==> src/rtl/tsn_sched_pkg.sv <==
// Shared types and helpers for the TSN egress transmission-selection schedulers.
package tsn_sched_pkg;

    localparam int unsigned NUM_TC      = 8;
    localparam int unsigned STALL_CNT_W = 16;
    localparam int unsigned OH_MAX_W    = 64;
    localparam int unsigned OH_IDX_W    = 6;

    typedef enum logic {
        IDLE  = 1'b0,
        GRANT = 1'b1
    } sched_state_e;

    // Binary index of a one-hot vector; an all-zero input maps to 0.
    function automatic logic [OH_IDX_W-1:0] onehot_to_idx(input logic [OH_MAX_W-1:0] oh);
        logic [OH_IDX_W-1:0] idx;
        idx = '0;
        for (int i = 0; i < OH_MAX_W; i++) begin
            if (oh[i]) begin
                idx = idx | OH_IDX_W'(i);
            end
        end
        return idx;
    endfunction

endpackage

==> src/rtl/prio_encoder.sv <==
// Strict-priority encoder: index of the highest set request bit plus an any-set flag.
module prio_encoder #(
    parameter int unsigned N = 8,
    parameter int unsigned W = 3
) (
    input  logic [N-1:0] req,
    output logic [W-1:0] idx_c,
    output logic         any_c
);

    always_comb begin
        idx_c = '0;
        for (int i = 0; i < N; i++) begin
            if (req[i]) begin
                idx_c = W'(i);
            end
        end
    end

    assign any_c = |req;

endmodule

==> src/rtl/tx_sel_scheduler.sv <==
// Per-port egress transmission-selection scheduler with packet-granular grants and stall watchdog.
// Optional per-queue frame / stall statistics are built when TX_SEL_STATS_EN is defined.
module tx_sel_scheduler
    import tsn_sched_pkg::*;
#(
    parameter int unsigned NUM_QUEUES   = NUM_TC,
    parameter int unsigned IDX_W        = $clog2(NUM_QUEUES),
    parameter int unsigned STALL_CYCLES = 1024
) (
    input  logic                  axis_aclk,
    input  logic                  axis_resetn,
    input  logic                  sched_en,
    input  logic [NUM_QUEUES-1:0] queue_valid,
    input  logic [NUM_QUEUES-1:0] gate_open,
    input  logic                  tx_tvalid,
    input  logic                  tx_tready,
    input  logic                  tx_tlast,
    output logic [NUM_QUEUES-1:0] grant,
    output logic                  grant_valid,
    output logic [IDX_W-1:0]      grant_idx,
    output logic                  stall_err
`ifdef TX_SEL_STATS_EN
    ,
    input  logic                     stat_clr,
    output logic [NUM_QUEUES*32-1:0] stat_frames,
    output logic [STALL_CNT_W-1:0]   stat_stalls
`endif
);

    localparam logic [STALL_CNT_W-1:0] STALL_LAST = STALL_CNT_W'(STALL_CYCLES - 1);

    sched_state_e             state_q, state_d;
    logic [NUM_QUEUES-1:0]    grant_q, grant_d;
    logic [IDX_W-1:0]         grant_idx_q, grant_idx_d;
    logic                     grant_valid_q, grant_valid_d;
    logic                     stall_err_q, stall_err_d;
    logic [STALL_CNT_W-1:0]   stall_cnt_q, stall_cnt_d;

    logic [NUM_QUEUES-1:0]    eligible_c;
    logic [IDX_W-1:0]         win_idx_c;
    logic                     win_any_c;
    logic [NUM_QUEUES-1:0]    win_onehot_c;
    logic                     beat_acc_c;
    logic                     arb_c;
    logic                     rel_c;

    assign eligible_c   = queue_valid & gate_open;
    assign beat_acc_c   = tx_tvalid & tx_tready;
    assign win_onehot_c = NUM_QUEUES'(1) << win_idx_c;

    prio_encoder #(
        .N (NUM_QUEUES),
        .W (IDX_W)
    ) u_prio_encoder (
        .req   (eligible_c),
        .idx_c (win_idx_c),
        .any_c (win_any_c)
    );

    // Next-state: arbitrate only from IDLE or on the tlast beat; otherwise the grant is frozen.
    always_comb begin
        state_d       = state_q;
        grant_d       = grant_q;
        grant_idx_d   = grant_idx_q;
        grant_valid_d = grant_valid_q;
        stall_err_d   = 1'b0;
        stall_cnt_d   = stall_cnt_q;
        arb_c         = 1'b0;
        rel_c         = 1'b0;

        case (state_q)
            IDLE: begin
                stall_cnt_d = '0;
                if (sched_en && win_any_c) begin
                    arb_c = 1'b1;
                end
            end
            GRANT: begin
                if (beat_acc_c) begin
                    stall_cnt_d = '0;
                    if (tx_tlast) begin
                        if (sched_en && win_any_c) begin
                            arb_c = 1'b1;
                        end else begin
                            rel_c = 1'b1;
                        end
                    end
                end else if (stall_cnt_q >= STALL_LAST) begin
                    rel_c       = 1'b1;
                    stall_err_d = 1'b1;
                    stall_cnt_d = '0;
                end else if (stall_cnt_q != '1) begin
                    stall_cnt_d = stall_cnt_q + STALL_CNT_W'(1);
                end
            end
            default: begin
                rel_c = 1'b1;
            end
        endcase

        if (arb_c) begin
            state_d       = GRANT;
            grant_d       = win_onehot_c;
            grant_idx_d   = IDX_W'(onehot_to_idx(OH_MAX_W'(win_onehot_c)));
            grant_valid_d = 1'b1;
            stall_cnt_d   = '0;
        end else if (rel_c) begin
            state_d       = IDLE;
            grant_d       = '0;
            grant_idx_d   = '0;
            grant_valid_d = 1'b0;
        end
    end

    always_ff @(posedge axis_aclk or negedge axis_resetn) begin
        if (!axis_resetn) begin
            state_q       <= IDLE;
            grant_q       <= '0;
            grant_idx_q   <= '0;
            grant_valid_q <= 1'b0;
            stall_err_q   <= 1'b0;
            stall_cnt_q   <= '0;
        end else begin
            state_q       <= state_d;
            grant_q       <= grant_d;
            grant_idx_q   <= grant_idx_d;
            grant_valid_q <= grant_valid_d;
            stall_err_q   <= stall_err_d;
            stall_cnt_q   <= stall_cnt_d;
        end
    end

    assign grant       = grant_q;
    assign grant_idx   = grant_idx_q;
    assign grant_valid = grant_valid_q;
    assign stall_err   = stall_err_q;

`ifdef TX_SEL_STATS_EN
    logic [NUM_QUEUES*32-1:0] stat_frames_q, stat_frames_d;
    logic [STALL_CNT_W-1:0]   stat_stalls_q, stat_stalls_d;
    logic                     frame_done_c;

    assign frame_done_c = (state_q == GRANT) & beat_acc_c & tx_tlast;

    // Clear takes precedence over a coincident increment.
    always_comb begin
        stat_frames_d = stat_frames_q;
        stat_stalls_d = stat_stalls_q;
        if (stat_clr) begin
            stat_frames_d = '0;
            stat_stalls_d = '0;
        end else begin
            if (frame_done_c) begin
                stat_frames_d[32'(grant_idx_q)*32 +: 32] =
                    stat_frames_q[32'(grant_idx_q)*32 +: 32] + 32'd1;
            end
            if (stall_err_d && (stat_stalls_q != '1)) begin
                stat_stalls_d = stat_stalls_q + STALL_CNT_W'(1);
            end
        end
    end

    always_ff @(posedge axis_aclk or negedge axis_resetn) begin
        if (!axis_resetn) begin
            stat_frames_q <= '0;
            stat_stalls_q <= '0;
        end else begin
            stat_frames_q <= stat_frames_d;
            stat_stalls_q <= stat_stalls_d;
        end
    end

    assign stat_frames = stat_frames_q;
    assign stat_stalls = stat_stalls_q;
`endif

endmodule
==> config.mk <==
export PLATFORM = sky130hd
export DESIGN_NAME = tx_sel_scheduler
export DESIGN_NICKNAME = d
export VERILOG_FILES = /design/src/rtl/tsn_sched_pkg.sv /design/src/rtl/prio_encoder.sv /design/src/rtl/tx_sel_scheduler.sv
export SDC_FILE = /design/constraint.sdc
export NUM_CORES = 1
export LEC_CHECK = 0
export ABC_AREA = 0
export CAP_MARGIN = 20
export CELL_PAD_IN_SITES_DETAIL_PLACEMENT = 0
export CELL_PAD_IN_SITES_GLOBAL_PLACEMENT = 1
export CORE_UTILIZATION = 38
export CTS_BUF_LIST = sky130_fd_sc_hd__clkbuf_2 sky130_fd_sc_hd__clkbuf_4 sky130_fd_sc_hd__clkbuf_8
export CTS_CLUSTER_SIZE = 12
export DETAILED_ROUTE_END_ITERATION = 8
export GPL_TIMING_DRIVEN = 1
export PLACE_DENSITY_LB_ADDON = 0.1
export SLEW_MARGIN = 40
export SYNTH_ARGS = -nofsm -noshare
export SYNTH_HDL_FRONTEND = slang
export SYNTH_SLANG_ARGS = --single-unit
==> constraint.sdc <==
create_clock -name axis_aclk -period 1.9 [get_ports axis_aclk]
set_input_delay 0.38 -clock axis_aclk [delete_from_list [all_inputs] [get_ports axis_aclk]]
set_output_delay 0.38 -clock axis_aclk [all_outputs]
set_load 0.05 [all_outputs]
* Yosys cells after proc, flatten, opt, wreduce, memory -nomap -nowiden
Index checks and enable logic that the tools add are counted.
Cells by class: add/sub/neg operators 1, $lt $le $gt $ge 1, equal/unequal tests 2, shift operators 1, multiplexer cells 36, bitwise gates (word level) 3, reduce and logical (&&, ||, !) cells 3
Operators by type and width (number):
- 16-bit 2-to-1 mux | 4
- 16-bit case mux with 2 select lines | 1
- 3-bit 2-to-1 mux | 10
- 16-bit by 1-bit adder with 16-bit output (second input constant) | 1
- 16-bit by 10-bit greater-or-equal comparator with 1-bit output (second input constant) | 1
- 8-bit 2-to-1 mux | 2
- 16-bit != test (second input constant) | 1
- 1-bit 2-to-1 mux | 14
- 8-bit bitwise AND | 1
- 2-bit 2-to-1 mux | 4
- 8-bit OR reduction | 1
- 1-bit by 3-bit << shifter with 8-bit output (first input constant) | 1
- 5-bit by 1-bit != test with 1-bit output (second input constant) | 1
- 1-bit case mux with 2 select lines | 1
- 2-bit nonzero test | 1
- 1-bit bitwise AND | 1
- 1-bit logical AND | 1
- 1-bit inverter | 1
Storage, ports and cells: flip-flop bits (word level) 29, input bits 22, output and inout bits 13

* Logic depth before layout (Yosys ltp)
word-level depth 17, mapped depth 7, depth with buffers taken out 6

* By module
Synthesis repeated with hierarchy kept, for this count alone.
Unflattened totals: cell total of the unflattened synthesis 127, area total of the unflattened synthesis 1393.8 µm²
By module, submodules not included:
- tx_sel_scheduler | times used 1, cells an instance 115, area an instance 1327.5 µm²
- prio_encoder | times used 1, cells an instance 12, area an instance 66.3 µm²

* Worst setup path after synthesis
OpenSTA, ideal clock, no wires.
path kind register to register, from register stall_cnt_q[0], to register grant_q[0] (netlist: grant[0]), library setup time 0.121 ns, data arrival time 1.531 ns, setup slack 0.248 ns, cell stages (with the launch flop) 8, path buffers 1, period minus slack after synthesis 1.652 ns, cells stage by stage dfrtp_1 -> ha_1 -> nand3_1 -> nor3_2 -> nor2_1 -> o221a_4 -> buf_6 -> a22o_1
On the way: longest elaborated chain between the ends 5
Ends and longest elaborated chain:
- start, declared | RTL line tx_sel_scheduler.sv:37 | logic [STALL_CNT_W-1:0] stall_cnt_q, stall_cnt_d;
- start signal, assigned | RTL line tx_sel_scheduler.sv:129 | stall_cnt_q <= stall_cnt_d;
- 16-bit by 10-bit greater-or-equal comparator with 1-bit output | RTL line tx_sel_scheduler.sv:88 | end else if (stall_cnt_q >= STALL_LAST) begin
- 1-bit 2-to-1 mux | RTL line tx_sel_scheduler.sv:88
- 1-bit 2-to-1 mux | RTL line tx_sel_scheduler.sv:79 | if (beat_acc_c) begin
- 1-bit 2-to-1 mux | RTL line tx_sel_scheduler.sv:71 | case (state_q)
- 2-bit nonzero test (no line)
- end signal, assigned | RTL line tx_sel_scheduler.sv:125 | grant_q <= grant_d;
- end, declared | RTL line tx_sel_scheduler.sv:33 | logic [NUM_QUEUES-1:0] grant_q, grant_d;
Every way passes these cells. A chain may end at the register's enable or synchronous reset.

* Worst setup path in the final report
from register grant_q[5] (netlist: grant[5]), to output port grant[5]
RTL lines:
- end, declared | RTL line tx_sel_scheduler.sv:18 | output logic [NUM_QUEUES-1:0] grant,
No word-level cell between the ends.

==> flow_summary.yaml <==
status:
  status: "finished clean"
critical_path:
  cp_slowest_stage_delay_ns: 0.80
  critical_path_buf_inv_count: 1
  worstPathMaxFanout: 2
  path_cells: "clkdlybuf4s50_1"
  cp-start-kind: "flop"
  required_ns: 1.52
  slowest_stage: "clkdlybuf4s50_1"
  r2r_slack_ns: 0.26
  end_kind: "output pin"
  cp.arrival_ns: 1.47
  crit_type: "reg2out"
  critical-path-top-delay-family: "buffers and inverters"
die:
  start_util: 0.403
  io_pins: 35
  dieWidth_um: 61.7
  rows: 21
  coreArea_um2: 3360
  die_h_um: 61.7
  die-area_um2: 3810
sta:
  tightestPinTransition_ns: 0.506
  setup_ws_ns: 0.0464
  slew_violations: 0
  skew_ns: 0.00630
  fmax_ghz: 0.539
  fin_crit_sh: 0.976
  rsz0062_at_grt: "false"
  maxSlewHeadroom: 0.662
  period_minus_slack_ns: 1.85
  fin_setup_tns_ns: 0
  setup_viol: 0
  hold_violations: 0
  holdWs_ns: 0.430
pwr:
  p_leak_nw: 0.970
  p_per_area_nw_per_um2: 953
  irDropWorstVdd_mv: 0.428
  finalPower_mw: 1.86
place:
  dp_hpwl_mm: 2.27
  io_buffers: 34
  place_ws_ns: -0.149
  dp.cells: 222
  gp_congestion: 0.777
logic_synthesis:
  synth_seq_cells: 29
  synth_cell_types: 33
  synthCells: 122
  ys.flop_type: "dfrtp_1"
  yosys_warnings: 0
  yosysMostFrequentCell: "dfrtp_1"
  synthesis.area_um2: 1360
  seq_area_frac_synth: 0.536
  synth_edf_count: 0
  synth_common_cells: "dfrtp_1 (29), nand2_1 (17), nor2_1 (16)"
  synthArstFlopShare: 1.00
  yosys.area.top_type: "dfrtp_1"
  synth_top_area_share: 0.536
  syn_avg_cell_area_um2: 11.1
  ys_top_cells_by_area: "dfrtp_1 (54%), nand2_1 (4.7%), nor2_1 (4.4%)"
global_routing:
  first_global_vias: 1148
  antenna_found_initial: 0
  grt_pass1_wl_mm: 4.93
  grt.total_usage: 0.181
  grt_max_degree: 30
  grt_overflow: 0
route:
  wl_per_cell_um: 12.6
  vias: 1141
  wl_met2_mm: 1.51
  drcViolationCount: 0
  met3_wirelength_um: 137
  drt_wl_total_mm: 2.90
  avgViaCountPerCell: 4.96
  first_iter_violations: 70
  dr.pass1.iters: 4
  highest_layer: "met4"
  wl_met1_mm: 1.21
  ant_nets: 0
clocking:
  cts_root_buffer: "clkbuf_4"
  cts_inserted_buffers: 5
  clk_latency_ns: 0.32
  ctsResizeCount: 0
  h-tree-depth: 2
  cts.path.max_buffers: 2
  clock-sinks: 29
  holdBufCountCts: 0
  cts_tree: "done"
  clk_pin_slew_ns: 0.10
  cts_setup_buffers: 0
min_path:
  worstHoldPathType: "in2async"
cells_and_area:
  drive_gt1_frac: 0.196
  nets: 206
  diodes: 0
  finalNonFillerCells: 230
  area_delta_synth_final_pct: 44.3
run:
  drv_cap: 0
cell usage in the layout (no fill, tap or decap), drive strengths merged, types with 3 or more instances in the layout:
cell type       n
a21oi           4
a22o            3
and3            3
buf            20
clkbuf          7
clkdlybuf4s50  24
conb            6
dfrtp          29
dlymetal6s2s    6
nand2          17
nand3          10
nor2           16
nor3            4
o2bb2ai         5
xnor2           5
cell families after synthesis:
kind of cell / share of synthesized area
other: 0.00277
XOR/XNOR: 0.0323
flip-flops: 0.536
AO/OA/AOI/OAI: 0.180
adder cells (fa/ha/maj): 0.00923
AND/OR/NAND/NOR: 0.226
buffers and inverters: 0.0139
sequential cells by signal, indices dropped and copies added, names as in the netlist:
signal,flops
grant,8
grant_idx,3
grant_valid,1
stall_cnt_q,16
stall_err,1
path summary, 6_finish.rpt:
kind | endpoint | from | cells after the start
setup / recovery | grant[5] | grant[5]$_DFFE_PN0P_ | 1
hold / removal | stall_cnt_q[9]$_DFFE_PN0P_ | axis_resetn | 2
setup reg to reg | grant[7]$_DFFE_PN0P_ | stall_cnt_q[4]$_DFFE_PN0P_ | 5
hold reg to reg | stall_cnt_q[0]$_DFFE_PN0P_ | stall_cnt_q[0]$_DFFE_PN0P_ | 1
max in group asynchronous | grant_idx[0]$_DFFE_PN0P_ | axis_resetn | 2
min in group axis_aclk | stall_cnt_q[0]$_DFFE_PN0P_ | stall_cnt_q[0]$_DFFE_PN0P_ | 1
metal layers:
layer / GRT usage / up-vias
li1: - / 564
met1: 0.200 / 543
met2: 0.329 / 29
met3: 0.0476 / 5
met4: 0.0762 / 0
met5: 0 / -
final cells by class:
class | count | area (um2)
clock buffers | 7 | 65.1
clock inverters | 1 | 5.00
fillers | 323 | 1410
inverters | 2 | 7.51
multi-input cells | 95 | 629
flip-flops and latches | 29 | 726
well taps | 46 | 57.6
repair buffers | 50 | 465
power breakdown:
part	switching, mW	internal (mW)	total (mW)
registers	0.0484	0.690	0.738
clock network	0.221	0.214	0.436
logic	0.422	0.267	0.690
stage by stage:
stage                     area [um2]   util
after floorplan                 1370      -
after global placement          1870  0.556
after detailed placement        1870  0.556
after CTS                       1940  0.577
after global routing            1960  0.581
final                           1960  0.581
Power figures use the tool's default switching activity.
